## src/rtl/mdio_master.sv

```systemverilog
// mdio_master: Clause-22 MDIO master serialising one read/write management frame per command
module mdio_master #(
  parameter int CLK_DIV = 50
) (
  input  logic        msoc_clk,
  input  logic        rst_int_n,
  input  logic        cmd_valid,
  output logic        cmd_ready,
  input  logic        cmd_write,
  input  logic [4:0]  cmd_phy_addr,
  input  logic [4:0]  cmd_reg_addr,
  input  logic [15:0] cmd_wdata,
  output logic        rsp_valid,
  output logic [15:0] rsp_rdata,
  output logic        rsp_err,
  output logic        busy,
  output logic        phy_mdc,
  output logic        phy_mdio_o,
  output logic        phy_mdio_oe,
  input  logic        phy_mdio_i
);
  typedef enum logic [2:0] {IDLE, PRE, HDR, WTA, WDAT, RTA, RDAT, DONE} state_t;
  localparam logic [7:0] DIV_LAST = 8'(CLK_DIV - 1);
  state_t      state;
  logic [7:0]  div;
  logic        phase;
  logic [5:0]  bit_cnt;
  logic [5:0]  bit_last;
  logic [15:0] hdr;
  logic [15:0] dat;
  logic        is_write;
  logic        ta_err;
  logic [1:0]  sync;
  logic        mdio_s;
  logic        bit_end;
  logic        last;
  assign mdio_s  = sync[1];
  assign busy    = ~cmd_ready;
  assign bit_end = phase && div == DIV_LAST;
  assign last    = bit_end && bit_cnt == bit_last;
  always_comb
    bit_last = state == PRE ? 6'd31 : state == HDR ? 6'd13 : (state == WTA || state == RTA) ? 6'd1 : 6'd15;
  always_ff @(posedge msoc_clk) begin
    if (!rst_int_n) sync <= 2'b00;
    else sync <= {sync[0], phy_mdio_i};
  end
  // phy_mdio_o always holds the bit currently on the wire; the header register keeps its next bit at [14]
  always_ff @(posedge msoc_clk) begin
    if (!rst_int_n) begin
      state       <= IDLE;
      div         <= 8'd0;
      phase       <= 1'b0;
      bit_cnt     <= 6'd0;
      hdr         <= 16'd0;
      dat         <= 16'd0;
      is_write    <= 1'b0;
      ta_err      <= 1'b0;
      cmd_ready   <= 1'b1;
      rsp_valid   <= 1'b0;
      rsp_rdata   <= 16'd0;
      rsp_err     <= 1'b0;
      phy_mdc     <= 1'b0;
      phy_mdio_o  <= 1'b0;
      phy_mdio_oe <= 1'b0;
    end else begin
      rsp_valid <= 1'b0;
      if (state != IDLE && state != DONE) begin
        div <= div == DIV_LAST ? 8'd0 : div + 8'd1;
        if (div == DIV_LAST) begin
          phase   <= ~phase;
          phy_mdc <= ~phase;
        end
        if (bit_end) bit_cnt <= last ? 6'd0 : bit_cnt + 6'd1;
      end
      case (state)
        IDLE: if (cmd_valid) begin
          state       <= PRE;
          cmd_ready   <= 1'b0;
          hdr         <= {2'b01, cmd_write ? 2'b01 : 2'b10, cmd_phy_addr, cmd_reg_addr, 2'b10};
          dat         <= cmd_wdata;
          is_write    <= cmd_write;
          phy_mdio_o  <= 1'b1;
          phy_mdio_oe <= 1'b1;
        end
        PRE: if (last) begin
          state      <= HDR;
          phy_mdio_o <= hdr[15];
        end
        HDR: if (bit_end) begin
          hdr         <= {hdr[14:0], 1'b0};
          phy_mdio_o  <= last && !is_write ? 1'b0 : hdr[14];
          phy_mdio_oe <= !(last && !is_write);
          if (last) state <= is_write ? WTA : RTA;
        end
        WTA: if (bit_end) begin
          hdr        <= {hdr[14:0], 1'b0};
          phy_mdio_o <= last ? dat[15] : hdr[14];
          if (last) state <= WDAT;
        end
        WDAT: if (bit_end) begin
          dat         <= {dat[14:0], 1'b0};
          phy_mdio_o  <= last ? 1'b0 : dat[14];
          phy_mdio_oe <= !last;
          if (last) begin
            state     <= DONE;
            rsp_valid <= 1'b1;
            rsp_rdata <= 16'd0;
            rsp_err   <= 1'b0;
          end
        end
        RTA: if (last) begin
          ta_err <= mdio_s;
          state  <= RDAT;
        end
        RDAT: if (bit_end) begin
          dat <= {dat[14:0], mdio_s};
          if (last) begin
            state     <= DONE;
            rsp_valid <= 1'b1;
            rsp_rdata <= {dat[14:0], mdio_s};
            rsp_err   <= ta_err;
          end
        end
        DONE: begin
          state     <= IDLE;
          cmd_ready <= 1'b1;
        end
        default: state <= IDLE;
      endcase
    end
  end
endmodule

```

## config.mk

```make
export PLATFORM = sky130hd
export DESIGN_NAME = mdio_master
export DESIGN_NICKNAME = d
export VERILOG_FILES = /design/src/rtl/mdio_master.sv
export SDC_FILE = /design/constraint.sdc
export NUM_CORES = 1
export LEC_CHECK = 0
export ABC_AREA = 1
export CAP_MARGIN = 40
export CELL_PAD_IN_SITES_DETAIL_PLACEMENT = 0
export CELL_PAD_IN_SITES_GLOBAL_PLACEMENT = 1
export CORE_AREA = 8 8 84 123
export CTS_CLUSTER_DIAMETER = 120
export CTS_CLUSTER_SIZE = 16
export DETAILED_ROUTE_END_ITERATION = 8
export DIE_AREA = 0 0 92 131
export PLACE_DENSITY = 0.86
export SLEW_MARGIN = 20
export SYNTH_ARGS = -nofsm -noshare
export SYNTH_HDL_FRONTEND = slang
export SYNTH_SLANG_ARGS = --single-unit
```

## constraint.sdc

```tcl
create_clock -name msoc_clk -period 5.65 [get_ports msoc_clk]
set_clock_uncertainty 0.2 [all_clocks]
set_input_delay 0.565 -clock msoc_clk [delete_from_list [all_inputs] [get_ports msoc_clk]]
set_output_delay 0.565 -clock msoc_clk [all_outputs]
set_load 0.05 [all_outputs]
```

# After elaboration in Yosys (flattened, before gate mapping)
# Index checks and enable logic that the tools add are counted.
[word_totals]
ff_bits = 75
latch_bits = 0
ram_bits = 0
mem_bits_ro = 0
in_bits = 31
out_inout_bits = 23
elab_cells = 122
n_memories = 0
[op_classes]
add_sub_neg = 2
n_mul = 0
n_div = 0
order_cmp = 0
n_eq_ne = 24
shifts = 0
mux = 49
bitwise = 2
reduce_logical = 30
[op_table]
columns = ["cell", "n"]
rows = [
  ["two-way mux 16 bit", 9],
  ["one-hot mux 16 bit (2 select lines)", 2],
  ["one-hot mux 16 bit (3 select lines)", 1],
  ["two-way mux 3 bit", 10],
  ["!= test 2 bit (second input constant)", 11],
  ["one-hot mux 3 bit (7 select lines)", 1],
  ["two-way mux 1 bit", 16],
  ["equality test 3 bit (second input constant)", 4],
  ["AND reduction 2 bit", 5],
  ["AND reduction 9 bit", 1],
  ["nonzero test 3 bit", 3],
  ["adder 8 x 1 -> 8 bit (second input constant)", 1],
  ["equality test 8 x 6 -> 1 bit (second input constant)", 1],
  ["two-way mux 4 bit", 2],
  ["two-way mux 8 bit", 1],
  ["AND reduction 4 bit", 2],
  ["adder 6 x 1 -> 6 bit (second input constant)", 1],
  ["equality test 3 x 2 -> 1 bit (second input constant)", 2],
  ["equality test 6 bit", 1],
  ["two-way mux 6 bit", 1],
  ["!= test 2 x 1 -> 1 bit (second input constant)", 3],
  ["AND reduction 3 bit", 2],
  ["AND reduction 6 bit", 1],
  ["nonzero test 2 bit", 3],
  ["other kinds (15)", 23],
]

# Longest topological paths before layout
# Gate-level depths: netlist (run 1).
[depth]
word_depth = 11
depth_mapped = 13
depth_no_buf = 12

# Least setup slack after synthesis (run 1)
# No wires, ideal clock.
[synth_timing]
path_type = "register to register"
start = "reg phase"
end = "reg dat[10]"
setup_time_ps = 116
arrival_ps = 1638
required_time_ps = 5334
slack_ps = 3696
stages_incl_launch_ff = 9
n_path_buf = 1
period_less_slack_ps = 1954
path_cell_list = "dfxtp_1 nand3_1 o21ai_0 nand2_1 nor2_1 nand2_2 clkbuf_1 o21ai_0 nor2_1"
[synth_between]
elab_chain_cells = 3
elab_cells_between_ends = 4
cone_classes = "2 x eq/ne; 2 x reduce/logical"
[synth_rtl]
columns = ["item", "line", "source"]
rows = [
  ["start, declared", "26", "logic phase;"],
  ["start signal, assigned", "70", "phase <= ~phase;"],
  ["logical AND 1 bit *", "39", "assign bit_end = phase && div == DIV_LAST;"],
  ["!= test 2 bit (no line)", "-", ""],
  ["AND reduction 4 bit (no line) *", "-", ""],
  ["end signal, assigned", "80", "dat <= cmd_wdata;"],
  ["end signal, assigned", "101", "dat <= {dat[14:0], 1'b0};"],
  ["end signal, assigned", "116", "dat <= {dat[14:0], mdio_s};"],
  ["end, declared", "30", "logic [15:0] dat;"],
]
# Mark *: on every way between the ends. The rest lies on a longest branch, timed or not.
# A chain may end at the register's enable or synchronous reset.

# Final worst setup path (run 1)
[layout_timing]
start = "reg state[2]"
end = "reg hdr[6]"
[layout_between]
elab_chain_cells = 4
elab_cells_between_ends = 9
cone_classes = "4 x eq/ne; 1 x mux; 4 x reduce/logical"
[layout_rtl]
columns = ["item", "line", "source"]
rows = [
  ["start, declared", "24", "state_t state;"],
  ["start signal, assigned", "93", "if (last) state <= is_write ? WTA : RTA;"],
  ["equality test 3 x 2 -> 1 bit", "75", "case (state)"],
  ["OR reduction 2 bit (no line)", "-", ""],
  ["!= test 2 x 1 -> 1 bit (no line) / nonzero test 2 bit (equally long branches)", "-", ""],
  ["AND reduction 3 bit (no line)", "-", ""],
  ["end signal, assigned", "79", "hdr <= {2'b01, cmd_write ? 2'b01 : 2'b10, cmd_phy_addr, cmd_reg_addr, 2'b10};"],
  ["end signal, assigned", "90", "hdr <= {hdr[14:0], 1'b0};"],
  ["end signal, assigned", "96", "hdr <= {hdr[14:0], 1'b0};"],
  ["end, declared", "29", "logic [15:0] hdr;"],
]
# Several ways; a longest one is shown, not always the timed one.

==> impl_metrics.toml, run 1 <==
[setup_path]
cp-end-kind = "flip-flop"
cp_max_fo = 28
rrSetupSlack_ns = 3.07
crit_path_start_kind = "flip-flop"
worstSetupPathType = "reg2reg"
crit_chain = "inv_2, nand2_2, inv_1, nand2_1, nand2_1, o21ai_0, a31oi_1"
cp_top_family = "simple AND/OR/NAND/NOR gates"
cp_slowest_stage_delay_ns = 0.45
path_buf_inv = 2
cpMostUsedCell = "nand2_1"
required_ns = 5.62
slowest_stage = "nand2_1"
crit_arrival_ns = 2.55

[sta]
rsz0062_at_grt = "false"
max_freq_mhz = 388
post-route-min-period_ns = 2.58
setup_viol = 0
worst_slew_pin_slew_ns = 0.753
drv_slew = 0
slew_headroom = 0.497
hold_viol_final = 0
whs_ns = 0.218
fin_crit_sh = 0.456
finalSetupTns_ns = 0

[clock_network]
root_buffer = "clkbuf_16"
cts_buffer_depth = 2
hold_buffers = 0
cts_setup_buffers = 0
cts.sinks = 74
cts_tree = "built"
htreeDepth = 3
clkTransAtPathRegs_ns = 0.05
cts_buffers = 9
cts_resized = 0
clock_latency_ns = 0.33

[global_route]
grt_pass1_vias = 3182
antenna_found_initial = 0
grt_usage = 0.153
grt.overflow.total = 0
grt_pass1_wl_um = 14700
grt_max_degree = 40

[die]
core_sq_um = 8620
dieArea_sq_um = 12100
die_h_um = 131
start_util = 0.394
pin_count = 54
die-width_um = 92
fp-row-count = 42

[run]
cap_violations = 0

[synthesis]
synthFlopType = "dfxtp_1"
synth.largest_area_cell = "dfxtp_1"
synth_top_area_share = 0.436
syn-num-nets = 520
yosysWarnings = 0
synth_area_leaders = "dfxtp_1 44%, nand2_1 15%, nor2_1 7.6%, o21ai_0 5.0%, nand3_1 4.9%"
synth_edf_count = 0
ys_seq_area_frac = 0.436
syn_avg_cell_area_sq_um = 6.99
synthCells = 486
syn_area_sq_um = 3400
async_flop_share = 0
synth_common_cells = "136 x nand2_1, 74 x dfxtp_1, 69 x nor2_1"
synth_most_common_cell = "nand2_1"
ys_ff_latch = 74
synth_cell_type_count = 34

[power]
ir_drop_mv = 0.216
p_total_mw = 1.88
p_leak_nw = 1.76
power_density_nw_per_um2 = 437

[detailed_routing]
ant_nets = 0
drt-pass1-iter-count = 5
wirelength_um = 8960
post_drt_wl_per_cell_um = 13.8
drc = 0
num_vias = 3245
routed_via_density = 5.02
drt_iter0_drc = 168

[placed_design]
io_buffers = 53
hpwl_um = 6430
place_area_sq_um = 3980
gp_congestion = 0.884

[final_layout]
fillCellCount = 903
drive_gt1_frac = 0.0652
n_antenna_cell = 0
syn2layout_area_growth_pct = 26.7
nNetsFinal = 567
final_design_area_no_fill_sq_um = 4300

[worst_hold_path]
hold_path.class = "reg2reg"

[status]
outcome = "complete, no violations"
-- path summary, 6_finish.rpt --
check / startpoint / to / cells after the start
max: state[2] / hdr[6] / 7
max reg2reg: state[2] / hdr[6] / 7
min reg2reg: sync[0] / sync[1] / 2
min: sync[0] / sync[1] / 2
-- state kept, by name, indices dropped and copies added, names as in the netlist --
register,count
div,8
rsp_err,1
is_write,1
state,3
cmd_ready,1
ta_err,1
phy_mdio_oe,1
rsp_valid,1
phase,1
hdr,15
rsp_rdata,16
bit_cnt,6
phy_mdio_o,1
dat,16
sync,2
-- report_power, final --
part | total, mW | internal [mW] | switching [mW]
combinational | 0.561 | 0.178 | 0.382
sequential | 0.705 | 0.626 | 0.0791
clock | 0.612 | 0.408 | 0.204
-- cell families after synthesis --
family                     count (synthesis)  synth area share
buffers and inverters                     53            0.0663
xor gates and xnor gates                   4            0.0103
and+or+nand+nor                          266             0.337
AOI/OAI and AO/OA                         86             0.139
adders and majority gates                  3            0.0111
DFF                                       74             0.436
-- per-layer routing --
| metal | global-route usage | routed length (um) | share of wire | up-vias |
|---|---|---|---|---|
| met5 | 0 | 0 | 0 | - |
| met4 | 0.0895 | 228 | 0.025 | 0 |
| met3 | 0.0372 | 323 | 0.036 | 17 |
| met2 | 0.270 | 4700 | 0.52 | 61 |
| met1 | 0.161 | 3710 | 0.41 | 1485 |
| li1 | - | - | - | 1682 |
-- cell usage in the layout, fill, tap and decap left out, types with 7 or more instances in the layout --
cell type,count
inv_2,8
clkdlybuf4s50_1,53
nand3_1,33
o21ai_0,34
dfxtp_1,74
clkbuf_16,9
a31oi_1,9
nor3_1,7
nor2_1,69
nand2_1,136
a21oi_1,31
inv_1,25
-- area by class of cell --
class	instances	area, sq um	area share
repair buffers	55	546	0.127
flip-flops and latches	74	1480	0.344
inverters	34	128	0.0297
clock buffers	13	260	0.0605
well taps	110	138	0.0320
multi-input cells	359	1690	0.393
clock inverters	2	60.1	0.0140
-- tightest hold or removal path, cell delays in order (launching register included) --
cell     delay [ns]
dfxtp_1        0.30
nand2_1        0.05
inv_1          0.04
-- through the flow --
step,worst slack (ns),utilization,instances
after floorplan,3.70,-,486
after global placement,3.15,0.462,632
after detailed placement,3.01,0.462,632
after CTS,3.08,0.499,647
after global routing,2.78,0.499,647
final,3.07,0.499,647
(Power assumes the default switching activity.)
==> run 2, diff against run 1 <==
Settings changed: CORE_AREA 8 8 84 123 to 8 8 87 127, DIE_AREA 0 0 92 131 to 0 0 95 135, PLACE_DENSITY 0.86 to 0.8.
Clock period 5.65 ns to 2.4 ns, I/O delays scaled along.
==> impl_metrics.toml, run 2 (same netlist as run 1, synthesis figures left out) <==
[global_route]
grt_max_degree = 28
grt_pass1_wl_um = 15600
grt_usage = 0.153
antenna_found_initial = 0
grt_pass1_vias = 3434
grt.overflow.total = 0

[sta]
rsz0062_at_grt = "false"
drv_slew = 0
max_freq_mhz = 469
post-route-min-period_ns = 2.13
setup_viol = 0
finalSetupTns_ns = 0
hold_viol_final = 0
slew_headroom = 0.652
worst_slew_pin_slew_ns = 0.520
fin_crit_sh = 0.888

[power]
ir_drop_mv = 0.453
p_leak_nw = 1.80
power_density_nw_per_um2 = 984

[die]
fp-row-count = 43
core_sq_um = 9200
start_util = 0.369
die-width_um = 95
die_h_um = 135
pin_count = 54
dieArea_sq_um = 12800

[setup_path]
cp-end-kind = "flip-flop"
slowest_stage = "dfxtp_1"
crit_chain = "inv_1, ha_1, nand2_1, nor2_1, nand2_1, nor2_2, nand4_2, nand2_1, nand2_1, nand2_1, a21oi_1"
cp_max_fo = 8
required_ns = 2.41
path_buf_inv = 1
crit_arrival_ns = 2.14
worstSetupPathType = "reg2reg"
cp_top_family = "simple AND/OR/NAND/NOR gates"
cpMostUsedCell = "nand2_1"
cp_slowest_stage_delay_ns = 0.32
crit_path_start_kind = "flip-flop"

[clock_network]
cts.sinks = 74
cts_buffer_depth = 2
cts_setup_buffers = 0
clock_latency_ns = 0.34
cts_tree = "built"
cts_buffers = 9
clkTransAtPathRegs_ns = 0.06
root_buffer = "clkbuf_16"
htreeDepth = 3

[final_layout]
drive_gt1_frac = 0.0876
layout_commonest_cell = "nand2_1"
syn2layout_area_growth_pct = 28.6
most-common-layout-cells = "136 x nand2_1, 74 x dfxtp_1, 68 x nor2_1"
reg_top3 = "dat (16), rsp_rdata (16), hdr (15)"
post-route-util = 0.475
nNetsFinal = 577
fillCellCount = 953
n_antenna_cell = 0

[detailed_routing]
wirelength_um = 9150
routed_via_density = 5.00
drt_iter0_drc = 119
drt-pass1-iter-count = 6
ant_nets = 0
num_vias = 3299
drc = 0
post_drt_wl_per_cell_um = 13.9

[placed_design]
hpwl_um = 6620
gp_congestion = 0.859
io_buffers = 53

[worst_hold_path]
hold_path.class = "reg2reg"

[run]
cap_violations = 0

[status]
outcome = "complete, no violations"
[run 2: cell count changes in the layout (fill, tap and decap cells not counted)]
| cell | change |
|---|---|
| nor2_2 | +1 |
| clkinv_2 | +3 |
| clkinvlp_4 | +2 |
| clkbuf_1 | -1 |
| nand2_2 | -1 |
| buf_12 | +2 |
| bufinv_16 | -2 |
| buf_4 | +8 |
| nor2_1 | -1 |
| inv_4 | +1 |
| inv_2 | -1 |
| clkbuf_8 | -1 |
| nand2_4 | +1 |
[run 2: final cells by class]
cell class,instances,area [sq um],area share
Multi-Input combinational cell,359,1700,0.389
Sequential cell,74,1480,0.339
Timing Repair Buffer,65,646,0.148
Clock buffer,11,243,0.0556
Tap cell,112,140,0.0321
Inverter,34,130,0.0298
Clock inverter,5,30.0,0.00688
[run 2: stage by stage]
| stage | power, mW | cells | setup slack (ns) | hold WS (ns) | cell area (sq um) |
|---|---|---|---|---|---|
| 2_1_floorplan | 2.66 | 486 | 0.446 | 0.138 | 3400 |
| 3_3_place_gp | 3.05 | 644 | 0.260 | 0.196 | 4080 |
| 3_5_place_dp | 3.08 | 644 | 0.138 | 0.205 | 4080 |
| 4_1_cts | 4.32 | 660 | 0.144 | 0.219 | 4360 |
| 5_1_grt | 4.61 | 660 | 0.0116 | 0.241 | 4370 |
| 6_report | 4.30 | 660 | 0.269 | 0.216 | 4370 |
[run 2: path summary, 6_finish.rpt]
check	startpoint	endpoint	slack (ns)	cells after the start
worst min register to register	sync[0]	sync[1]	0.22	2
worst max-delay path	div[1]	state[0]	0.27	11
worst min-delay path	sync[0]	sync[1]	0.22	2
worst max register to register	div[1]	state[0]	0.27	11
[run 2: what timing repair did]
action,4_1_cts,5_1_grt
resized for setup,0,4
endpoints found under the setup margin,0,16
hold buffers,0,0
[run 2: worst reg2reg max path, cell delays in order, from the launching register on]
cell,delay [ns]
dfxtp_1,0.32
inv_1,0.08
ha_1,0.16
nand2_1,0.05
nor2_1,0.16
nand2_1,0.11
nor2_2,0.21
nand4_2,0.28
nand2_1,0.20
nand2_1,0.11
nand2_1,0.07
a21oi_1,0.06
[run 2: per-layer routing]
metal / wire [um] / GRT usage
met1: 3830 / 0.161
met2: 4750 / 0.273
met3: 380 / 0.0383
met4: 187 / 0.0741
met5: 0 / 0
[run 2: power breakdown]
part           internal, mW  switching [mW]  total (mW)
combinational         0.485           0.932        1.42
clock                 0.722           0.508        1.23
sequential             1.47           0.178        1.65
total                  2.68            1.62        4.30
==> run 3, diff against run 2 <==
Settings changed: ABC_AREA 1 to default, ABC_CLOCK_PERIOD_IN_PS from default to 2400, CORE_AREA 8 8 87 127 to 8 8 85 125, DIE_AREA 0 0 95 135 to 0 0 93 133, PLACE_DENSITY 0.8 to 0.82.
==> impl_metrics.toml, run 3 <==
[placed_design]
hpwl_um = 6180
gp_congestion = 0.820
place_ws_ns = 0.0574
io_buffers = 53

[detailed_routing]
num_vias = 3143
ant_nets = 0
drc = 0
routed_via_density = 5.41
drt-pass1-iter-count = 4
wirelength_um = 8970
dr_wl_met3_um = 472
wl_met2_um = 4430
wl_met1_um = 3850
drt_iter0_drc = 205
topRoutingLayerUsed = "met4"
post_drt_wl_per_cell_um = 15.4

[final_layout]
n_antenna_cell = 0
drive_gt1_frac = 0.0934
most-common-layout-cells = "74 x dfxtp_1, 58 x nand2_1, 53 x clkdlybuf4s50_1"
reg_top3 = "dat (16), rsp_rdata (16), hdr (15)"
layout_commonest_cell = "dfxtp_1"
nNetsFinal = 500
syn2layout_area_growth_pct = 30.4

[sta]
finalSetupTns_ns = 0
max_freq_mhz = 442
post-route-min-period_ns = 2.26
fin_crit_sh = 0.943
setup_slack_ns = 0.136
rsz0062_at_grt = "false"
drv_slew = 0
worst_slew_pin_slew_ns = 0.617
hold_viol_final = 0
slew_headroom = 0.586
setup_viol = 0

[power]
ir_drop_mv = 0.416
p_int_mw = 2.61
power_density_nw_per_um2 = 746
pwr-share-comb = 0.104
swShare = 0.223
seq_power_share = 0.404
p_total_mw = 3.36
p_clk_frac = 0.492
p_sw_mw = 0.749
p_leak_nw = 1.71

[synthesis]
synth_edf_count = 0
synth_common_cells = "74 x dfxtp_1, 58 x nand2_1, 51 x nor2_1"
synth_area_leaders = "dfxtp_1 43%, nand2_1 6.3%, nor2_1 5.5%, mux2i_1 4.6%, o21ai_0 4.5%"
ys_ff_latch = 74
synth.largest_area_cell = "dfxtp_1"
async_flop_share = 0
syn_area_sq_um = 3450
synth_most_common_cell = "dfxtp_1"
syn_avg_cell_area_sq_um = 8.26
syn-num-nets = 452
yosysWarnings = 0
synthFlopType = "dfxtp_1"
synthCells = 418
ys_seq_area_frac = 0.429
synth_cell_type_count = 47
synth_top_area_share = 0.429

[clock_network]
htreeDepth = 3
root_buffer = "clkbuf_16"
cts_resized = 0
cts.sinks = 74
cts_setup_buffers = 0
cts_buffer_depth = 2
hold_buffers = 0
cts_tree = "built"
clkTransAtPathRegs_ns = 0.06
clock_latency_ns = 0.34
cts_buffers = 9

[setup_path]
worstReg2RegStart = "bit_cnt[1]"
crit_chain = "or3_1, or3_1, o221a_2, or2_4, a221oi_1, nor2_1"
cp_slowest_stage_delay_ns = 0.40
cpMostUsedCell = "or3_1"
reg2reg_depth = 6
r2r-end = "bit_cnt[3]"
crit_arrival_ns = 2.27
cp_max_fo = 10
crit_path_start_kind = "flip-flop"
cp-end-kind = "flip-flop"
rrSetupSlack_ns = 0.14
slowest_stage = "or3_1"
worstSetupPathType = "reg2reg"
required_ns = 2.41

[global_route]
grt_pass1_vias = 3047
grt.overflow.total = 0
antenna_found_initial = 0
grt_pass1_wl_um = 14700
grt_max_degree = 44
grt_usage = 0.149

[worst_hold_path]
hold_depth = 1
hold_path.class = "reg2reg"
whs_endpoint = "sync[1]"
hp-start = "sync[0]"

[die]
dieArea_sq_um = 12400
die-width_um = 93
start_util = 0.396
die_h_um = 133
core_sq_um = 8720
fp-row-count = 42
pin_count = 54

[status]
outcome = "complete, no violations"

[run]
cap_violations = 0
run 3: how the worst max path moves through the flow:
stage,start,endpoint,slack (ns),cells past startpoint
6_report,bit_cnt[1],bit_cnt[3],0.14,6
5_1_grt,div[3],bit_cnt[5],0.02,6
4_1_cts,div[3],bit_cnt[3],0.05,6
3_5_place_dp,bit_cnt[1],bit_cnt[3],0.06,6
3_3_place_gp,bit_cnt[1],bit_cnt[3],0.1,6
2_1_floorplan,phase,bit_cnt[5],0.21,6
run 3: kinds of logic (layout without fill, tap and decap cells):
| logic type | after synthesis | count (layout) | share of synthesized area |
|---|---|---|---|
| simple gates | 183 | 183 | 0.259 |
| compound gates | 97 | 97 | 0.183 |
| flops | 74 | 74 | 0.429 |
| buf+inv | 37 | 90 | 0.0522 |
| mux | 16 | 16 | 0.0464 |
| xor+xnor | 8 | 8 | 0.0203 |
| fa+ha+maj | 3 | 3 | 0.0109 |
run 3: critical path: cells and delay by family (launching register included):
kind	cells	cell delay [ns]
compound gates	2	0.43
simple gates	4	1.12
flops	1	0.37
run 3: stage by stage:
step                      cells  hold WS, ns   util  cell area [sq um]
after CTS                   581        0.245  0.515               4490
after global placement      565        0.227  0.473               4120
final                       581        0.237  0.516               4500
after floorplan             418        0.167      -               3450
after detailed placement    565        0.231  0.473               4120
after global routing        581        0.261  0.516               4500
run 3: layout make-up:
class	instances	area, sq um
fillers	864	4220
clock inverters	5	125
flip-flops and latches	74	1480
inverters	5	18.8
repair buffers	69	688
multi-input cells	307	1810
well taps	110	138
clock buffers	11	243
run 3: power groups by stage:
stage          Sequential, mW  Clock [mW]  Combinational, mW
6_report                 1.36        1.65              0.349
5_1_grt                  1.37        1.74              0.388
4_1_cts                  1.36        1.69              0.352
3_5_place_dp             1.39           0              0.350
3_3_place_gp             1.38           0              0.345
2_1_floorplan            1.39           0              0.211
run 3: layer usage:
layer  vias up  track usage
li1       1586            -
met1      1474        0.166
met2        69        0.243
met3        14       0.0481
met4         0       0.0801
met5         -            0
